--- src/rtl/alu_arbiter_pkg.sv ---
// Shared types and constants for the arbitrated ALU: FSM states, ALU select
// encodings and flag bit positions within the {n,c,v,z} flag vector.
package alu_arbiter_pkg;

  typedef enum logic [1:0] {
    IDLE = 2'd0,
    EXEC = 2'd1,
    RESP = 2'd2
  } state_t;

  localparam logic [2:0] SEL_ADD = 3'd0;  // a + b + cin
  localparam logic [2:0] SEL_SUB = 3'd1;  // a - b - cin
  localparam logic [2:0] SEL_INC = 3'd2;  // a + 1
  localparam logic [2:0] SEL_DEC = 3'd3;  // a - 1
  localparam logic [2:0] SEL_AND = 3'd4;  // a & b
  localparam logic [2:0] SEL_OR  = 3'd5;  // a | b
  localparam logic [2:0] SEL_XOR = 3'd6;  // a ^ b
  localparam logic [2:0] SEL_NOT = 3'd7;  // ~a

  localparam int unsigned FLAG_N = 3;
  localparam int unsigned FLAG_C = 2;
  localparam int unsigned FLAG_V = 1;
  localparam int unsigned FLAG_Z = 0;

endpackage

--- src/rtl/alu_arbiter_alu.sv ---
// Combinational N-bit ALU with {n,c,v,z} flags. For subtraction forms the
// carry flag is the borrow out; carry in acts as borrow in for SUB.
module alu
  import alu_arbiter_pkg::*;
#(
  parameter int N = 10
) (
  input  logic [N-1:0] a_i,
  input  logic [N-1:0] b_i,
  input  logic         cin_i,
  input  logic [2:0]   sel_i,
  output logic [N-1:0] result_o,
  output logic [3:0]   flags_o
);

  logic [N:0] wide;
  logic       c;
  logic       v;

  // Operation select, carry/borrow and signed overflow detection.
  always_comb begin
    wide = '0;
    c    = 1'b0;
    v    = 1'b0;
    unique case (sel_i)
      SEL_ADD: begin
        wide = {1'b0, a_i} + {1'b0, b_i} + (N+1)'(cin_i);
        c    = wide[N];
        v    = (a_i[N-1] == b_i[N-1]) && (wide[N-1] != a_i[N-1]);
      end
      SEL_SUB: begin
        wide = {1'b0, a_i} - {1'b0, b_i} - (N+1)'(cin_i);
        c    = wide[N];
        v    = (a_i[N-1] != b_i[N-1]) && (wide[N-1] != a_i[N-1]);
      end
      SEL_INC: begin
        wide = {1'b0, a_i} + (N+1)'(1);
        c    = wide[N];
        v    = !a_i[N-1] && wide[N-1];
      end
      SEL_DEC: begin
        wide = {1'b0, a_i} - (N+1)'(1);
        c    = wide[N];
        v    = a_i[N-1] && !wide[N-1];
      end
      SEL_AND: wide = {1'b0, a_i & b_i};
      SEL_OR:  wide = {1'b0, a_i | b_i};
      SEL_XOR: wide = {1'b0, a_i ^ b_i};
      default: wide = {1'b0, ~a_i};
    endcase
  end

  // Result and flag packing.
  always_comb begin
    result_o         = wide[N-1:0];
    flags_o          = '0;
    flags_o[FLAG_N]  = wide[N-1];
    flags_o[FLAG_C]  = c;
    flags_o[FLAG_V]  = v;
    flags_o[FLAG_Z]  = (wide[N-1:0] == '0);
  end

endmodule

--- src/rtl/alu_arbiter_rr_grant.sv ---
// Round-robin winner selection: one-hot grant to the first asserted request
// found when searching upward (with wrap) from the pointer.
module rr_grant #(
  parameter int REQ = 4
) (
  input  logic [REQ-1:0]         req_i,
  input  logic [$clog2(REQ)-1:0] ptr_i,
  output logic [REQ-1:0]         grant_o
);

  int unsigned idx;
  logic        found;

  // Scan REQ positions starting at the pointer; first hit wins.
  always_comb begin
    grant_o = '0;
    found   = 1'b0;
    idx     = 0;
    for (int unsigned k = 0; k < REQ; k++) begin
      idx = (32'(ptr_i) + k) % REQ;
      if (!found && req_i[idx]) begin
        grant_o[idx] = 1'b1;
        found        = 1'b1;
      end
    end
  end

endmodule

--- src/rtl/alu_arbiter.sv ---
// Round-robin arbiter in front of one shared ALU. Each accepted request runs
// IDLE -> EXEC -> RESP; the response is held until rsp_ready is seen.
// Optional: define ALU_ARB_STATS_EN to add the saturating op_count output.
module alu_arbiter
  import alu_arbiter_pkg::*;
#(
  parameter int N   = 10,
  parameter int REQ = 4
) (
  input  logic                   clk,
  input  logic                   rst,
  input  logic [REQ-1:0]         req_valid,
  output logic [REQ-1:0]         req_ready,
  input  logic [REQ*N-1:0]       req_a,
  input  logic [REQ*N-1:0]       req_b,
  input  logic [REQ-1:0]         req_carry_in,
  input  logic [REQ*3-1:0]       req_select,
  output logic                   rsp_valid,
  input  logic                   rsp_ready,
  output logic [$clog2(REQ)-1:0] rsp_id,
  output logic [N-1:0]           rsp_result,
  output logic [3:0]             rsp_flags
`ifdef ALU_ARB_STATS_EN
  ,
  output logic [15:0]            op_count
`endif
);

  localparam int IW = $clog2(REQ);

  state_t          state_q, state_d;
  logic [IW-1:0]   ptr_q, ptr_d;
  logic [REQ-1:0]  grant;
  logic            hs;

  logic [N-1:0]    win_a, win_b;
  logic            win_cin;
  logic [2:0]      win_sel;
  logic [IW-1:0]   win_id;

  logic [N-1:0]    op_a_q, op_b_q;
  logic            op_cin_q;
  logic [2:0]      op_sel_q;
  logic [IW-1:0]   op_id_q;

  logic [N-1:0]    alu_result;
  logic [3:0]      alu_flags;

  logic [N-1:0]    rsp_result_q;
  logic [3:0]      rsp_flags_q;
  logic [IW-1:0]   rsp_id_q;

  rr_grant #(.REQ(REQ)) u_rr_grant (
    .req_i   (req_valid),
    .ptr_i   (ptr_q),
    .grant_o (grant)
  );

  // Steer the winning requester's fields onto the operation-register inputs.
  always_comb begin
    win_a   = '0;
    win_b   = '0;
    win_cin = 1'b0;
    win_sel = '0;
    win_id  = '0;
    for (int unsigned k = 0; k < REQ; k++) begin
      if (grant[k]) begin
        win_a   = req_a[k*N +: N];
        win_b   = req_b[k*N +: N];
        win_cin = req_carry_in[k];
        win_sel = req_select[k*3 +: 3];
        win_id  = IW'(k);
      end
    end
  end

  // Next-state, pointer update and request accept.
  always_comb begin
    state_d   = state_q;
    ptr_d     = ptr_q;
    req_ready = '0;
    hs        = 1'b0;
    unique case (state_q)
      IDLE: begin
        req_ready = rst ? '0 : grant;
        if (|grant) begin
          hs      = 1'b1;
          state_d = EXEC;
          ptr_d   = (win_id == IW'(REQ-1)) ? '0 : win_id + IW'(1);
        end
      end
      EXEC: state_d = RESP;
      RESP: if (rsp_ready) state_d = IDLE;
      default: state_d = IDLE;
    endcase
  end

  // State and round-robin pointer registers.
  always_ff @(posedge clk or posedge rst) begin
    if (rst) begin
      state_q <= IDLE;
      ptr_q   <= '0;
    end else begin
      state_q <= state_d;
      ptr_q   <= ptr_d;
    end
  end

  // Operation register: captured on the accept edge only.
  always_ff @(posedge clk or posedge rst) begin
    if (rst) begin
      op_a_q   <= '0;
      op_b_q   <= '0;
      op_cin_q <= 1'b0;
      op_sel_q <= '0;
      op_id_q  <= '0;
    end else if (hs) begin
      op_a_q   <= win_a;
      op_b_q   <= win_b;
      op_cin_q <= win_cin;
      op_sel_q <= win_sel;
      op_id_q  <= win_id;
    end
  end

  alu #(.N(N)) u_alu (
    .a_i      (op_a_q),
    .b_i      (op_b_q),
    .cin_i    (op_cin_q),
    .sel_i    (op_sel_q),
    .result_o (alu_result),
    .flags_o  (alu_flags)
  );

  // Response registers: loaded at the end of EXEC, then held through RESP.
  always_ff @(posedge clk or posedge rst) begin
    if (rst) begin
      rsp_result_q <= '0;
      rsp_flags_q  <= '0;
      rsp_id_q     <= '0;
    end else if (state_q == EXEC) begin
      rsp_result_q <= alu_result;
      rsp_flags_q  <= alu_flags;
      rsp_id_q     <= op_id_q;
    end
  end

  assign rsp_valid  = (state_q == RESP);
  assign rsp_result = rsp_result_q;
  assign rsp_flags  = rsp_flags_q;
  assign rsp_id     = rsp_id_q;

`ifdef ALU_ARB_STATS_EN
  logic [15:0] op_count_q;

  // Completed-operation counter, saturating at all ones.
  always_ff @(posedge clk or posedge rst) begin
    if (rst) begin
      op_count_q <= '0;
    end else if (state_q == RESP && rsp_ready && op_count_q != '1) begin
      op_count_q <= op_count_q + 16'd1;
    end
  end

  assign op_count = op_count_q;
`endif

endmodule

--- config.mk ---
export PLATFORM = sky130hd
export DESIGN_NAME = alu_arbiter
export DESIGN_NICKNAME = d
export VERILOG_FILES = /design/src/rtl/alu_arbiter_pkg.sv /design/src/rtl/alu_arbiter_alu.sv /design/src/rtl/alu_arbiter_rr_grant.sv /design/src/rtl/alu_arbiter.sv
export SDC_FILE = /design/constraint.sdc
export NUM_CORES = 1
export LEC_CHECK = 0
export ABC_CLOCK_PERIOD_IN_PS = 4590
export BUFFER_PORTS_ARGS = -buffer_cell sky130_fd_sc_hd__buf_4
export CELL_PAD_IN_SITES_DETAIL_PLACEMENT = 1
export CELL_PAD_IN_SITES_GLOBAL_PLACEMENT = 1
export CORE_MARGIN = 2
export CORE_UTILIZATION = 40
export DETAILED_ROUTE_END_ITERATION = 6
export PLACE_DENSITY = 0.86
export RECOVER_POWER = 100
export SYNTH_ARGS = -nofsm -noshare
export SYNTH_HDL_FRONTEND = slang
export SYNTH_SLANG_ARGS = --single-unit
--- constraint.sdc ---
create_clock -name clk -period 4.59 [get_ports clk]
set_input_delay 0 -clock clk [delete_from_list [all_inputs] [get_ports clk]]
set_output_delay 0 -clock clk [all_outputs]
set_load 0.01 [all_outputs]
# Word-level counts from Yosys, hierarchy flattened
# Index checks and enable logic that the tools add are counted.
[op_classes]
add_sub_neg = 10
n_lt_le_gt_ge = 8
eq_ne = 15
mux = 53
n_bitwise = 7
reduce_logical = 22
[op_table]
columns = ["op", "count"]
rows = [
  ["$mux 10", 8],
  ["$pmux 10 s7", 1],
  ["$mux 4", 6],
  ["$mux 1", 18],
  ["$lt 2x3->1 const B", 4],
  ["$mux 3", 4],
  ["$or 4x4->4", 3],
  ["$add 10x1->11 const B", 1],
  ["$add 10x10->11", 1],
  ["$add 11x1->11", 1],
  ["$logic_and 1x1->1", 11],
  ["$sub 10x1->11 const B", 1],
  ["$sub 10x10->11", 1],
  ["$sub 11x1->11", 1],
  ["$and 10x10->10", 1],
  ["$logic_not 10->1", 1],
  ["$mux 2", 5],
  ["$not 10->10", 1],
  ["$or 10x10->10", 1],
  ["$xor 10x10->10", 1],
  ["$eq 3x3->1 const B", 3],
  ["$bmux 1 s2", 4],
  ["$demux 1 s2", 4],
  ["$ge 2x1->1 const B", 4],
  ["other kinds (17)", 29],
]
[totals]
regBits = 46
input_bits = 103
out_inout_bits = 21
wordCells = 125

# Logic depth before layout (Yosys ltp)
[logic_depth]
depth_word = 17
mapped_depth = 12
mapped_depth_nobuf = 11

# Cells and area by module
# From an unflattened synthesis, not the netlist that was laid out.
[unflattened]
hier_cells = 647
hier_area_um2 = 5293.8
[by_module_without_submodules]
columns = ["module", "instances", "cells_each", "area_each_um2", "seq_area_each_um2"]
rows = [
  ["alu_arbiter", 1, 284, 2581.2, 1151.1],
  ["alu", 1, 327, 2374.8, 0.0],
  ["rr_grant", 1, 36, 337.8, 0.0],
]

# Least setup slack after synthesis
# OpenSTA, ideal clock, no wires.
[synth_path]
path_kind = "register to register"
start = "register op_a_q[4]"
end = "register rsp_flags_q[0] (netlist: rsp_flags[0])"
setup_ns = 0.103
arrival_ns = 3.098
required_time_ns = 4.487
path_slack_ns = 1.389
stages_incl_launch_ff = 12
n_path_buf = 1
period_less_slack_ns = 3.201
path_cell_list = "dfrtp_1 -> clkbuf_1 -> inv_1 -> ha_1 -> ha_1 -> nor4_1 -> a2111oi_0 -> o21a_1 -> o31ai_4 -> o211ai_1 -> or4_1 -> o41ai_2"
[synth_via]
elab_chain_cells = 4
word_cells_on_any_way = 12
classes_between = "6 x add/sub; 1 x mux; 4 x bitwise; 1 x reduce/logical"
[synth_rtl]
columns = ["item", "line", "rtl"]
rows = [
  ["from (decl)", "alu_arbiter.sv:41", "logic [N-1:0] op_a_q, op_b_q;"],
  ["from (signal assigned)", "alu_arbiter.sv:118", "op_a_q <= win_a;"],
  ["$sub 10x10->11 / $add 10x10->11 (equally long branches)", "alu_arbiter_alu.sv:32, alu_arbiter_alu.sv:27", ""],
  ["$sub 11x1->11 / $add 11x1->11 (equally long branches)", "alu_arbiter_alu.sv:32, alu_arbiter_alu.sv:27", ""],
  ["$pmux 10 s7 *", "alu_arbiter_alu.sv:25", "unique case (sel_i)"],
  ["$logic_not 10->1 *", "alu_arbiter_alu.sv:60", "flags_o[FLAG_Z] = (wide[N-1:0] == '0);"],
  ["to (signal assigned)", "alu_arbiter.sv:143", "rsp_flags_q <= alu_flags;"],
  ["to (decl)", "alu_arbiter.sv:50", "logic [3:0] rsp_flags_q;"],
]
# Mark *: on every way between the ends. The rest lies on a longest branch, timed or not.
# A chain may end at the register's enable or synchronous reset.

# Worst setup path in the final report
[layout_path]
start = "register ptr_q[0]"
end = "register ptr_q[0]"
[layout_via]
elab_chain_cells = 17
word_cells_on_any_way = 55
classes_between = "4 x add/sub; 8 x order compare; 1 x eq/ne; 27 x mux; 3 x bitwise; 12 x reduce/logical"
[layout_rtl]
columns = ["item", "line", "rtl"]
rows = [
  ["from (decl)", "alu_arbiter.sv:32", "logic [IW-1:0] ptr_q, ptr_d;"],
  ["from (signal assigned)", "alu_arbiter.sv:105", "ptr_q <= ptr_d;"],
  ["branches (longest 11 deep; another with $lt 2x3->1)", "-", ""],
  ["$mux 4 *", "alu_arbiter_rr_grant.sv:21", "if (!found && req_i[idx]) begin"],
  ["$mux 1", "alu_arbiter.sv:67", "if (grant[k]) begin"],
  ["$mux 2 (2 in series)", "alu_arbiter.sv:67", ""],
  ["$add 2x1->2 / $eq 2x2->1 (equally long branches)", "alu_arbiter.sv:89", "ptr_d = (win_id == IW'(REQ-1)) ? '0 : win_id + IW'(1);"],
  ["$mux 2", "alu_arbiter.sv:89", ""],
]
# Every way passes the cells marked *. The select of a mux whose other input is x is not followed.

==> metrics.md <==
| Metric | Value |
|---|---|
| CP delay by family, top | compound AO/OA/AOI/OAI gates |
| Sequential cell area | 1130 um^2 |
| Placed Cells | 888 |
| Crit path required time | 4.74 ns |
| Pre-antenna DRT Iters | 4 |
| Top area cells in the synthesized netlist | dfrtp_1 (22%), ha_1 (11%), nand2_1 (4.0%) |
| I/O Buffers | 123 |
| Later-pin clock latency in the skew report | 0.29 ns |
| DRT iter0 DRCs | 315 |
| Synthesized area | 5040 um^2 |
| Sink Count | 45 |
| CP Cell Sequence | inv_1 -> ha_1 -> mux4_2 -> or2_0 -> a211oi_1 -> o311a_1 -> a311oi_1 -> clkbuf_1 -> and3_1 -> o21bai_1 |
| Clk pin slew, worst setup/hold paths | 0.06 ns |
| Number of synthesized flops with an enable pin | 0 |
| Synth cell count leaders | nand2_1 (54), nor2_1 (51), inv_1 (47), ha_1 (46), dfrtp_1 (45) |
| Setup TNS | 0 ns |
| Die area | 13,500 um^2 |
| Ys async rst share | 100% |
| Arrival time worst endpoint | 4.16 ns |
| GP Congestion | 0.980 |
| Finished Layout Cells | 906 |
| Hold Fails Final Rpt | 1 |
| Layout cells sized above 1 | 18.5% |
| Tcrit/Tclk final | 87.4% |
| First-pass GRT wire length | 28,300 um |
| WL final | 17,800 um |
| Core area | 12,500 um^2 |
| Buf/Inv on CP | 2 |
| Multi-input combinational cell area | 3510 um^2 |
| Maximum capacitance violations | 1 |
| Count of final setup violators | 0 |
| Final critical-path required period | 4.01 ns |
| Global route overflow | 0 |
| Die height | 116 um |
| Syn nets | 781 |
| Most frequent cell after synthesis | nand2_1 |
| RSZ-0062 raised after global routing | no |
| Maximum buffer depth of the clock tree | 2 |
| Post-CTS sizing | 0 |
| Ports | 124 |
| Initial antenna violation count | 0 |
| Die Span X | 116 um |
| Critical path peak fanout | 20 |
| Main synth FF type | dfrtp_1 |
| Largest area contributor in the netlist | dfrtp_1 |
| Effective utilization at floorplan | 40.4% |
| Rel. slew slack | -70.5% |
| Crit-path slowest cell | mux4_2 |
| Min Hold Slack | -0.00312 ns |
| Crit path largest cell delay | 0.58 ns |
| DRC errors left | 0 |
| Avg Cell Area, Syn | 8.03 um^2 |
| Vias in the first global route | 5,580 |
| Share of the yosys chip area belonging to registers | 22.3% |
| Final HPWL DP | 14,100 um |
| Htree depth | 2 |
| Share of the synthesized area in the top cell type | 22.3% |
| Hold Path Class | input port to register |
| Area growth from synthesis to layout | 22.9% |
| Root buf cell | clkbuf_16 |
| Count of final max-slew check failures | 47 |
| Num CTS Buffers | 5 |
| Antenna diodes | 0 |
| Fill cells | 1,564 |
| Setup crit start kind | register |
| Status | complete, but fails checks |
| Synthesized instance count | 628 |
| Total number of vias | 5,330 |
| Final clock skew | 0.00529 ns |
| Critical path endpoint category | register |
| Fmax achieved | 249 MHz |
| Largest net degree at the start of global routing | 47 |
| Nets | 886 |
| Cell row count | 41 |
| CTS tree | done |
| Vias per std cell | 5.88 |
| Post-synth cell types | 74 |
| Total GRT Usage | 26.5% |
| #FFs+latches synth | 45 |
| Synth warnings | 0 |
| Slew of the pin with the lowest slew margin | 2.56 ns |
| Failing checks | negative hold slack, max-capacitance violations, max-slew violations |
| Setup Buffers After CTS | 0 |
| Post-detailed-route count of antenna-violating nets | 0 |
| Kind of critical path | register to register |
| Hold buffer count at cts | 10 |
| Per-cell routed wire length | 19.7 um |
[per-layer routing]
metal	routed length, um	GRT usage [%]
met2	8620	45.3
met3	757	3.37
met4	684	11.5
met5	0	0
met1	7740	33.7
[path summary, 6_finish.rpt]
path                       cells after the start                endpoint  slack (ns)             startpoint
min in group asynchronous                      4  op_id_q[1]$_DFFE_PP0P_        1.24                    rst
max in group asynchronous                      4   op_b_q[3]$_DFFE_PP0P_        1.90                    rst
setup / recovery                              10    ptr_q[0]$_DFFE_PP0P_        0.58   ptr_q[0]$_DFFE_PP0P_
hold / removal                                 3   op_a_q[9]$_DFFE_PP0P_      -0.003               req_a[9]
setup reg to reg                              10    ptr_q[0]$_DFFE_PP0P_        0.58   ptr_q[0]$_DFFE_PP0P_
hold reg to reg                                2   rsp_id[1]$_DFFE_PP0N_        0.47  rsp_id[1]$_DFFE_PP0N_
[metrics by stage]
step	hold slack, ns	utilization, %	setup slack [ns]	instance area [um^2]
after detailed placement	0.196	48.5	0.862	6040
after CTS	0.000519	50.7	0.849	6320
after global routing	0.00649	49.7	0.298	6200
final	-0.00312	49.7	0.578	6200
after global placement	0.172	48.5	1.05	6040
after floorplan	0.108	-	1.39	5040
[registers in the layout, summed over array words and instances, names as in the netlist]
register and flops:
op_sel_q 3, rsp_id 2, op_b_q 10, op_a_q 10, ptr_q 2, rsp_flags 3, op_id_q 2, state_q 2
rsp_result 10, op_cin_q 1
[worst min-delay path, delay by kind of cell]
kind                   cells  cell delay [ns]
and+or+nand+nor            1             0.05
buffers and inverters      1             0.11
AOI/OAI and AO/OA          1             0.08
[kinds of logic (layout without fill, tap and decap cells)]
| group | Yosys count | after routing | share of synthesized area [%] |
|---|---|---|---|
| adder cells (fa/ha/maj) | 50 | 50 | 13.0 |
| AND/OR/NAND/NOR | 212 | 212 | 21.8 |
| XOR/XNOR | 14 | 14 | 2.43 |
| flip-flops | 45 | 45 | 22.3 |
| multiplexers | 21 | 21 | 6.03 |
| AO/OA/AOI/OAI | 196 | 196 | 27.0 |
| buffers and inverters | 90 | 196 | 7.39 |
[placed cells by master, fill, tap and decap left out, drive strengths merged, types with 9 or more instances in the layout]
cell type    synthesis  final
nand3               19     19
mux2i                9      9
nor3b               15     15
o2bb2ai             13     13
xnor2                9      9
dlygate4sd3          0     10
clkbuf              27     30
and2                18     18
o21ai               43     43
nand2               54     54
dfrtp               45     45
a22oi               13     13
a31oi               32     32
a211oi               9      9
inv                 47     47
buf                 16    106
nor2                51     51
ha                  46     46
nor3                12     12
a21oi               26     26
[final cells by class]
| type | instances | area share [%] |
|---|---|---|
| clock buffers | 5 | 2.02 |
| clock inverters | 3 | 0.747 |
| inverters | 47 | 2.85 |
| multi-input cells | 493 | 56.7 |
| flip-flops and latches | 45 | 18.2 |
| well taps | 172 | 3.47 |
| repair buffers | 141 | 16.1 |
Power is not shown: default switching activity piles up to over one toggle a cycle in this logic, so the estimate is an artifact.
